`config.mk`:
```
export PLATFORM = sky130hd
export DESIGN_NAME = mem_port_arbiter
export DESIGN_NICKNAME = d
export VERILOG_FILES = /design/src/rtl/misc_mem_pkg.sv /design/src/rtl/mem_port_arbiter.sv
export SDC_FILE = /design/constraint.sdc
export NUM_CORES = 1
export LEC_CHECK = 0
export CAP_MARGIN = 20
export CORE_AREA = 4 4 59 61
export DETAILED_ROUTE_END_ITERATION = 16
export DIE_AREA = 0 0 63 65
export DONT_BUFFER_PORTS = 1
export PLACE_DENSITY = 0.69
export SLEW_MARGIN = 20
export SYNTH_ARGS = -nofsm -noshare
export SYNTH_HDL_FRONTEND = slang
export SYNTH_SLANG_ARGS = --single-unit
```
`constraint.sdc`:
```
create_clock -name clk -period 3.67 [get_ports clk]
set_input_delay 0.734 -clock clk [delete_from_list [all_inputs] [get_ports clk]]
set_output_delay 0.734 -clock clk [all_outputs]
set_load 0.01 [all_outputs]
```
`src/rtl/misc_mem_pkg.sv`:
```
// Shared types and default limits for the data-memory port arbiter.
package misc_mem_pkg;

    typedef enum logic {
        ARB,
        DLOCK
    } arb_state_t;

    typedef enum logic [1:0] {
        NONE,
        P,
        D
    } owner_t;

    localparam int STARVE_LIMIT_DEF = 4;
    localparam int LOCK_MAX_DEF     = 8;

endpackage

```
`src/rtl/mem_port_arbiter.sv`:
```
// Shares the single-port data memory between the pipeline MEM stage (P, fixed priority)
// and the debug/loader port (D, starvation-protected, may lock the memory for bursts).
module mem_port_arbiter
    import misc_mem_pkg::*;
#(
    parameter int ADDR_W       = 16,
    parameter int DATA_W       = 16,
    parameter int STARVE_LIMIT = STARVE_LIMIT_DEF,
    parameter int LOCK_MAX     = LOCK_MAX_DEF
) (
    input  logic              clk,
    input  logic              reset,
    input  logic              p_read,
    input  logic              p_write,
    input  logic [ADDR_W-1:0] p_addr,
    input  logic [DATA_W-1:0] p_wdata,
    output logic              p_stall,
    output logic [DATA_W-1:0] p_rdata,
    output logic              p_rvalid,
    input  logic              d_req,
    input  logic              d_we,
    input  logic              d_lock,
    input  logic [ADDR_W-1:0] d_addr,
    input  logic [DATA_W-1:0] d_wdata,
    output logic              d_gnt,
    output logic [DATA_W-1:0] d_rdata,
    output logic              d_rvalid,
    output logic [ADDR_W-1:0] mem_addr,
    output logic [DATA_W-1:0] mem_data,
    output logic              mem_we,
    input  logic [DATA_W-1:0] mem_q
);

    localparam int WAIT_W = $clog2(STARVE_LIMIT + 1);
    localparam int LOCK_W = $clog2(LOCK_MAX + 2);

    arb_state_t        state_q, state_d;
    owner_t            rdOwner_q, rdOwner_d;
    logic [WAIT_W-1:0] waitCnt_q, waitCnt_d;
    logic [LOCK_W-1:0] lockCnt_q, lockCnt_d;
    logic              pReq;
    logic              pGrant;
    logic              dGrant;

    assign pReq = p_read | p_write;

    always_ff @(posedge clk or negedge reset) begin
        if (!reset) begin
            state_q   <= ARB;
            rdOwner_q <= NONE;
            waitCnt_q <= '0;
            lockCnt_q <= '0;
        end else begin
            state_q   <= state_d;
            rdOwner_q <= rdOwner_d;
            waitCnt_q <= waitCnt_d;
            lockCnt_q <= lockCnt_d;
        end
    end

    // DLOCK lasts LOCK_MAX cycles after the granting ARB cycle; its last cycle is still D-owned.
    always_comb begin
        state_d   = state_q;
        lockCnt_d = lockCnt_q;
        waitCnt_d = waitCnt_q;
        rdOwner_d = NONE;
        pGrant    = 1'b0;
        dGrant    = 1'b0;

        case (state_q)
            ARB: begin
                if (d_req && (!pReq || waitCnt_q == WAIT_W'(STARVE_LIMIT))) begin
                    dGrant = 1'b1;
                end else if (pReq) begin
                    pGrant = 1'b1;
                end
                if (dGrant && d_lock) begin
                    state_d   = DLOCK;
                    lockCnt_d = LOCK_W'(1);
                end
            end
            DLOCK: begin
                dGrant    = d_req;
                lockCnt_d = lockCnt_q + LOCK_W'(1);
                if (!d_lock || lockCnt_q == LOCK_W'(LOCK_MAX)) begin
                    state_d   = ARB;
                    lockCnt_d = '0;
                end
            end
            default: begin
                state_d   = ARB;
                lockCnt_d = '0;
            end
        endcase

        if (!reset) begin
            pGrant = 1'b0;
            dGrant = 1'b0;
        end

        if (dGrant || !d_req) begin
            waitCnt_d = '0;
        end else if (waitCnt_q != WAIT_W'(STARVE_LIMIT)) begin
            waitCnt_d = waitCnt_q + WAIT_W'(1);
        end

        // A simultaneous read+write from P counts as a write, so it never tags a read return.
        if (pGrant && !p_write) begin
            rdOwner_d = P;
        end else if (dGrant && !d_we) begin
            rdOwner_d = D;
        end
    end

    assign d_gnt    = dGrant;
    assign p_stall  = reset & pReq & ~pGrant;
    assign mem_we   = dGrant ? d_we : (pGrant & p_write);
    assign mem_addr = dGrant ? d_addr : p_addr;
    assign mem_data = dGrant ? d_wdata : p_wdata;
    assign p_rdata  = mem_q;
    assign d_rdata  = mem_q;
    assign p_rvalid = (rdOwner_q == P);
    assign d_rvalid = (rdOwner_q == D);

endmodule
```
; Word-level counts from Yosys, hierarchy flattened
; Index checks and enable logic that the tools add are counted.
[word_totals]
reg_bits = 10
input_bits = 87
out_inout_bits = 69
elab_cells = 52
[classes]
add_sub_neg = 2
eq_ne = 6
n_mux = 21
bitwise = 6
n_reduce_logical = 13
[op_table]
columns = operator, n
row1 = 16-bit 2-to-1 mux, 2
row2 = 1-bit 2-to-1 mux, 10
row3 = 4-bit 2-to-1 mux, 2
row4 = 4-bit case mux with 2 select lines, 1
row5 = 3-bit 2-to-1 mux, 2
row6 = 1-bit zero test, 5
row7 = "4-bit by 1-bit adder with 4-bit output, second input constant", 1
row8 = "4-bit == test, second input constant", 1
row9 = 1-bit logical AND, 4
row10 = 2-bit 2-to-1 mux, 2
row11 = 1-bit case mux with 2 select lines, 2
row12 = "3-bit by 1-bit adder with 3-bit output, second input constant", 1
row13 = 1-bit AND, 3
row14 = "3-bit == test, second input constant", 1
row15 = 1-bit logical OR, 3
row16 = "3-bit inequality test, second input constant", 1
row17 = "2-bit by 1-bit == test with 1-bit output, second input constant", 1
row18 = "2-bit == test, second input constant", 1
row19 = "2-bit inequality test, second input constant", 1
row20 = 1-bit inverter, 2
row21 = 2-bit nonzero test, 1
row22 = 1-bit bitwise OR, 1

; Depth between registers and ports, before layout
[logic_depth]
ltp_word = 11
ltp_mapped = 6

; Worst setup path after synthesis
; No wires, ideal clock.
[synth_timing]
kind = input port to output port
startpoint = in p_write
endpoint = out mem_addr[0]
arrival_time_ns = 1.630
required_time_ns = 2.936
slack_ns = 1.306
stages = 4
path_buffers = 1
path_cell_list = o2bb2ai_2 o211ai_4 buf_6 mux2_4
[synth_between]
elab_chain_len = 9
[synth_rtl]
columns = item, line
row1 = "start, declared", mem_port_arbiter.sv:14  ; input logic p_write,
row2 = 1-bit bitwise OR, mem_port_arbiter.sv:45  ; assign pReq = p_read | p_write;
row3 = 1-bit zero test, mem_port_arbiter.sv:72  ; if (d_req && (!pReq || waitCnt_q == WAIT_W'(STARVE_LIMIT))) begin
row4 = 1-bit logical OR, mem_port_arbiter.sv:72
row5 = 1-bit logical AND, mem_port_arbiter.sv:72
row6 = 1-bit 2-to-1 mux, mem_port_arbiter.sv:72
row7 = 1-bit 2-to-1 mux, mem_port_arbiter.sv:70  ; case (state_q)
row8 = 1-bit case mux with 2 select lines, mem_port_arbiter.sv:70
row9 = 1-bit 2-to-1 mux, mem_port_arbiter.sv:96  ; if (!reset) begin
row10 = 16-bit 2-to-1 mux, mem_port_arbiter.sv:118  ; assign mem_addr = dGrant ? d_addr : p_addr;
row11 = "end, declared", mem_port_arbiter.sv:28  ; output logic [ADDR_W-1:0] mem_addr,
; Every way passes these cells. The select of a mux whose other input is x is not followed.

; Final worst setup path
[layout_timing]
startpoint = reg waitCnt_q[0]
endpoint = out mem_addr[15]
[layout_between]
elab_chain_len = 8
[layout_rtl]
columns = item, line
row1 = "start, declared", mem_port_arbiter.sv:39  ; logic [WAIT_W-1:0] waitCnt_q, waitCnt_d;
row2 = "start signal, assigned", mem_port_arbiter.sv:56  ; waitCnt_q <= waitCnt_d;
row3 = 3-bit == test, mem_port_arbiter.sv:72
row4 = 1-bit logical OR, mem_port_arbiter.sv:72
row5 = 1-bit logical AND, mem_port_arbiter.sv:72
row6 = 1-bit 2-to-1 mux, mem_port_arbiter.sv:72
row7 = 1-bit 2-to-1 mux, mem_port_arbiter.sv:70
row8 = 1-bit case mux with 2 select lines, mem_port_arbiter.sv:70
row9 = 1-bit 2-to-1 mux, mem_port_arbiter.sv:96
row10 = 16-bit 2-to-1 mux, mem_port_arbiter.sv:118
; Every way passes these cells. The select of a mux whose other input is x is not followed.

==> run_results.csv <==
group,metric,value,unit
placement,dp.cells,126,
worst_setup_path,critPathMaxStageDelay,0.48,ns
route,vias,807,
sta,layout_min_cycle_time,2.949,ns
global_route,antenna_found_initial,0,
clock_network,cts_resized,0,
worst_setup_path,crit_buf_inv,2,
sta,worst_pin_slew,0.5367,ns
min_path,hold_class,"in -> async",
yosys,synth.distinct_cells,32,
clock_network,clockBufferDepth,2,
sta,final_hold_viol_count,0,
clock_network,htreeDepth,1,
worst_setup_path,required,2.94,ns
placement,hpwl,3.110,mm
clock_network,cts_root_buf,"clkbuf_4",
sta,drv_slew,0,
status,status,"complete, no violations",
floorplan,die-area,0.004095,mm2
clock_network,clkSlewWorstSetupHoldPaths,0.06,ns
floorplan,die_h,65,um
floorplan,coreArea,0.002978,mm2
route,drcViolationCount,0,
yosys,synthCells,129,
yosys,synth-seq-area-share,0.1850,
power_and_ir_drop,leakage,0.6001,nW
clock_network,clkSinkCount,10,
yosys,syn_area_per_cell,10.48,um2
sta,fmax,339.1,MHz
sta,finalSetupViolCount,0,
yosys,yosys_warnings,0,
layout,fillers,289,
yosys,synthTopCellsByArea,"mux2_4 (31%), dfrtp_1 (19%), buf_4 (18%), ha_1 (3.7%), mux2_2 (3.3%)",
floorplan,die_width,63,um
clock_network,cts_buffers,3,
clock_network,post_cts_buffers,0,
route,wl_per_cell,27.12,um
yosys,syn_nets,220,
worst_setup_path,critPathTopFamily,"buffers and inverters",
layout,regArea,250.2,um2
sta,fin_crit_sh,0.8036,
yosys,synth_top_cell_by_area,"mux2_4",
clock_network,clock_latency,0.27,ns
layout,nets,189,
floorplan,ios,156,
power_and_ir_drop,ir_worst_vdd,172.9,uV
sta,setup_tns,0,ns
global_route,grt_pass1_vias,779,
floorplan,initial_utilization,0.4542,
route,ant_nets,0,
placement,dp_slack,1.009,ns
yosys,syn_area,0.001353,mm2
placement,numPortBuffers,0,
route,drtIter0Drc,22,
route,drtPass1Iterations,4,
power_and_ir_drop,power_density,304.4,mW/mm2
worst_setup_path,critical_path_class,"reg -> out",
job,maxCapViolations,0,
clock_network,cts_tree,"done",
worst_setup_path,path_cells,"inv_1 -> ha_1 -> o2bb2ai_2 -> o211ai_4 -> buf_4 -> mux2_2",
layout,diodes,0,
layout,instances_no_fill,129,
sta,clock_skew,0.006636,ns
clock_network,cts_hold_buffers,0,
layout,drive_gt1_frac,0.3958,
sta,slew_headroom,0.6422,
sta,fin_ws,0.7207,ns
yosys,ys_ff_latch,10,
route,wirelength,3.498,mm
layout,area_delta_synth_final,-15.73,%
floorplan,core.rowCount,20,
worst_setup_path,r2r_slack,1.96,ns
global_route,grt_start_max_net_pins,35,
yosys,synth.top_cell.area_share,0.3108,
sta,rsz0062_at_grt,"false",
worst_setup_path,critical_path.max_fanout,34,
layout,multi_input_area,788.3,um2
global_route,grt_first_pass_wirelength,4.885,mm
global_route,overflow,0,
worst_setup_path,critPathSlowestCell,"buf_4",
placement,routabilityCongestion,0.6956,
route,drt-vias-per-instance,6.256,
global_route,grt_usage,0.1573,
worst_setup_path,critPathLaunchType,"register",
worst_setup_path,arrival,2.22,ns
worst_setup_path,critPathCaptureType,"primary output",
## cell usage after synthesis, drive strengths merged
cell and count:
inv 8, o211ai 2, xnor2 1, mux2i 1, nand3b 1, nor2 2, o2111a 1, nor3 1
dfrtp 10, o22ai 1, nand3 2, ha 4, and3 1, a211o 2, buf 37, nand2 4
nor3b 3, and2 1, and4b 1, nor2b 2, a21boi 1, a31oi 3, o21ai 4, o2bb2ai 1
nor4b 1, mux2 32, o21a 1, a2bb2o 1
## path summary, 6_finish.rpt
kind                              startpoint           end  cells past startpoint
worst max-delay path            waitCnt_q[0]  mem_addr[15]                      6
worst min-delay path                   reset       state_q                      0
worst max register to register  waitCnt_q[0]  rdOwner_q[1]                      6
worst min register to register  lockCnt_q[3]  lockCnt_q[3]                      1
max in group asynchronous              reset  lockCnt_q[3]                      0
min in group clk                        d_we  rdOwner_q[1]                      1
## layout by cell type (no fill, tap or decap), types with 2 or more instances in the layout
cell	instances
nor3b_1	3
mux2_2	4
nor2b_1	2
inv_1	8
nand2_1	4
a31oi_1	3
nand3_1	2
clkbuf_4	3
dfrtp_1	10
o21ai_0	4
nor2_1	2
ha_1	4
mux2_4	28
a211o_1	2
## sequential cells by signal, summed over array words and instances, names as in the netlist
signal	cells
waitCnt_q	3
state_q	1
lockCnt_q	4
rdOwner_q	2
## stage by stage
stage	area [um2]	hold WS [ns]	total power, mW	utilization
2_1_floorplan	1353	0.4384	0.2958	-
3_3_place_gp	1117	0.4392	0.2697	0.3752
3_5_place_dp	1117	0.4391	0.2762	0.3752
4_1_cts	1140	0.1484	0.3517	0.3828
5_1_grt	1140	0.1358	0.3720	0.3828
6_report	1140	0.1551	0.3469	0.3828
## final cells by class
class	instances	share of cell area
Clock buffer	3	0.01976
Multi-Input combinational cell	74	0.6915
Timing Repair Buffer	1	0.006586
Tap cell	33	0.03622
Sequential cell	10	0.2195
Inverter	8	0.02634
## report_power, final
| part | switching [mW] | internal (mW) | leakage, nW |
|---|---|---|---|
| registers | 0.0169 | 0.124 | 0.134 |
| logic | 0.0629 | 0.0690 | 0.452 |
| clock network | 0.0363 | 0.0378 | 0.0138 |
| total | 0.116 | 0.231 | 0.600 |
## logic make-up (layout without fill, tap and decap cells)
family                     Yosys count  count (layout)  share of synthesized area
adders and majority gates            4               4                    0.03700
and+or+nand+nor                     19              19                    0.08233
DFF                                 10              10                     0.1850
buffers and inverters               45              12                     0.2322
AOI/OAI and AO/OA                   17              17                     0.1055
xor gates and xnor gates             1               1                   0.006477
muxes                               33              33                     0.3515
## layer usage
layer | global-route usage | share of wire
met5 | 0 | 0
met4 | 0.04683 | 0.0060
met3 | 0.08839 | 0.13
met2 | 0.2925 | 0.56
met1 | 0.1453 | 0.30
Power figures use the tool's default switching activity.
==> RTL change: new RTL, config.mk and constraints unchanged <==
Encoding of `owner_t`: now one-hot (3 bits for 3 values).
--- a/src/rtl/misc_mem_pkg.sv
+++ b/src/rtl/misc_mem_pkg.sv
@@ -6,10 +6,10 @@
         DLOCK
     } arb_state_t;
 
-    typedef enum logic [1:0] {
-        NONE,
-        P,
-        D
+    typedef enum logic [2:0] {
+        NONE = 3'b001,
+        P    = 3'b010,
+        D    = 3'b100
     } owner_t;
 
     localparam int STARVE_LIMIT_DEF = 4;
Function: no difference found for any inputs over 10 cycles, from zero or initial values and one cycle with reset low; not proved beyond that.
==> RTL change against the unedited design <==
Global-route usage barely moved; design area grew 6.8%; area after synthesis rose by 4.4%; via count increased by 9.4%; worst setup slack got worse by 160 ps; total power up 6.7%; routed wire length up 0.94%; sequential share of layout area grew 0.76 points; sequential cell count is 1 higher; critical endpoint is now mem_data[9]; largest power group unchanged; highest routed layer is now met5.
==> RTL change: results <==
[run_status]
run_status = "finished clean"

[final_layout]
num-multi-input-gates = 78
nNonClkInverters = 9
nFillCells = 263
drive_above_1_share_pct = 38.8
reg.largest.list = "lockCnt_q: 4 flops, rdOwner_q: 3 flops, waitCnt_q: 3 flops"
design.seq.count = 11
num-nets-final = 195
multi_input_area_share_pct = 67.2
nNonClkBuffers = 1
seq_share_pct = 22.7
final-clk-cell-share_pct = 2.26
layout.nonclk_buf_share_pct = 1.64

[detailed_routing]
initialDrtViolationCount = 7
vias_per_cell = 6.49
wl_per_cell_um = 26.0

[setup_path]
reg2reg_depth = 5
cp_max_fo = 18
arrival_ps = 2380
cp_slowest_stage_delay_ps = 590
cp_slowest_cell = "o211ai_4"

[power_and_ir_drop]
p_int_mw = 0.246
p_leak_nw = 0.615
peakVddDrop_mv = 0.186

[synthesis]
synth_xor_area_share_pct = 0.620
ys_top_cells_by_area = "mux2_4, dfrtp_1, buf_4, ha_1, mux2_2"
seq_area_frac_synth_pct = 19.6
ys_top_cells_by_count = "buf_4, mux2_4, dfrtp_1, inv_1, nor3b_1"
synth_fp_nets = 226
muxShareOfSynthArea_pct = 33.7
ys_types = 32
synth_compound_area_share_pct = 10.3
synth_fa_ha_area_share_pct = 3.54

[place]
hpwl_um = 3040
gp_congestion = 0.743

[grt]
grtUsageMet2_pct = 25.0
grt_max_degree = 19
use_met1_pct = 15.0
track_usage_pct = 15.8
antenna_found_initial = 2
first_global_vias = 868
grt_use_met3_pct = 13.7
grt_pass1_wl_um = 4940

[clocking]
clock-root-buffer = "clkbuf_4"
clkTransAtPathRegs_ps = 80

[timing]
skew_ps = 6.81
maxSlewHeadroom_pct = 52.3
==> RTL change: final timing paths <==
| path | startpoint | endpoint | slack [ps] |
|---|---|---|---|
| max | waitCnt_q[0] | mem_data[9] | 560 |
| min | reset | waitCnt_q[0] | 130 |
| min in group clk | d_we | rdOwner_q[2] | 500 |
| max reg2reg | waitCnt_q[0] | rdOwner_q[2] | 1970 |
| min reg2reg | lockCnt_q[1] | lockCnt_q[1] | 550 |
| max in group asynchronous | reset | rdOwner_q[0] | 3370 |
==> RTL change: kinds of logic after synthesis <==
group / Yosys count
buffers and inverters: 46
multiplexers: 33
AND/OR/NAND/NOR: 22
AO/OA/AOI/OAI: 18
flip-flops: 11
adder cells (fa/ha/maj): 4
XOR/XNOR: 1
==> RTL change: per-stage QoR <==
stage          cell area (um^2)  worst slack (ps)  cells
3_5_place_dp               1190               886    132
4_1_cts                    1220               554    136
3_3_place_gp               1190               940    132
6_report                   1220               561    136
5_1_grt                    1220               444    136
2_1_floorplan              1410              1320    135
==> RTL change: critical path: cells and delay by family (launching register included) <==
| family | cells | cell delay, ps |
|---|---|---|
| AO/OA/AOI/OAI | 2 | 770 |
| adder cells (fa/ha/maj) | 1 | 260 |
| buffers and inverters | 2 | 320 |
| multiplexers | 1 | 340 |
| flip-flops | 1 | 390 |
==> RTL change: power by group through the flow <==
stage | combinational [mW] | clock, mW | sequential [mW]
after floorplan | 0.157 | 0 | 0.148
after global placement | 0.128 | 0 | 0.151
after detailed placement | 0.131 | 0 | 0.152
after CTS | 0.133 | 0.0912 | 0.150
after global routing | 0.144 | 0.0988 | 0.153
final | 0.131 | 0.0891 | 0.150
==> RTL change: routing by layer <==
layer	share of wire [%]	vias to the layer above
met3	17	9
met4	1.5	4
met1	31	414
met2	49	79
met5	0.82	-
li1	-	377
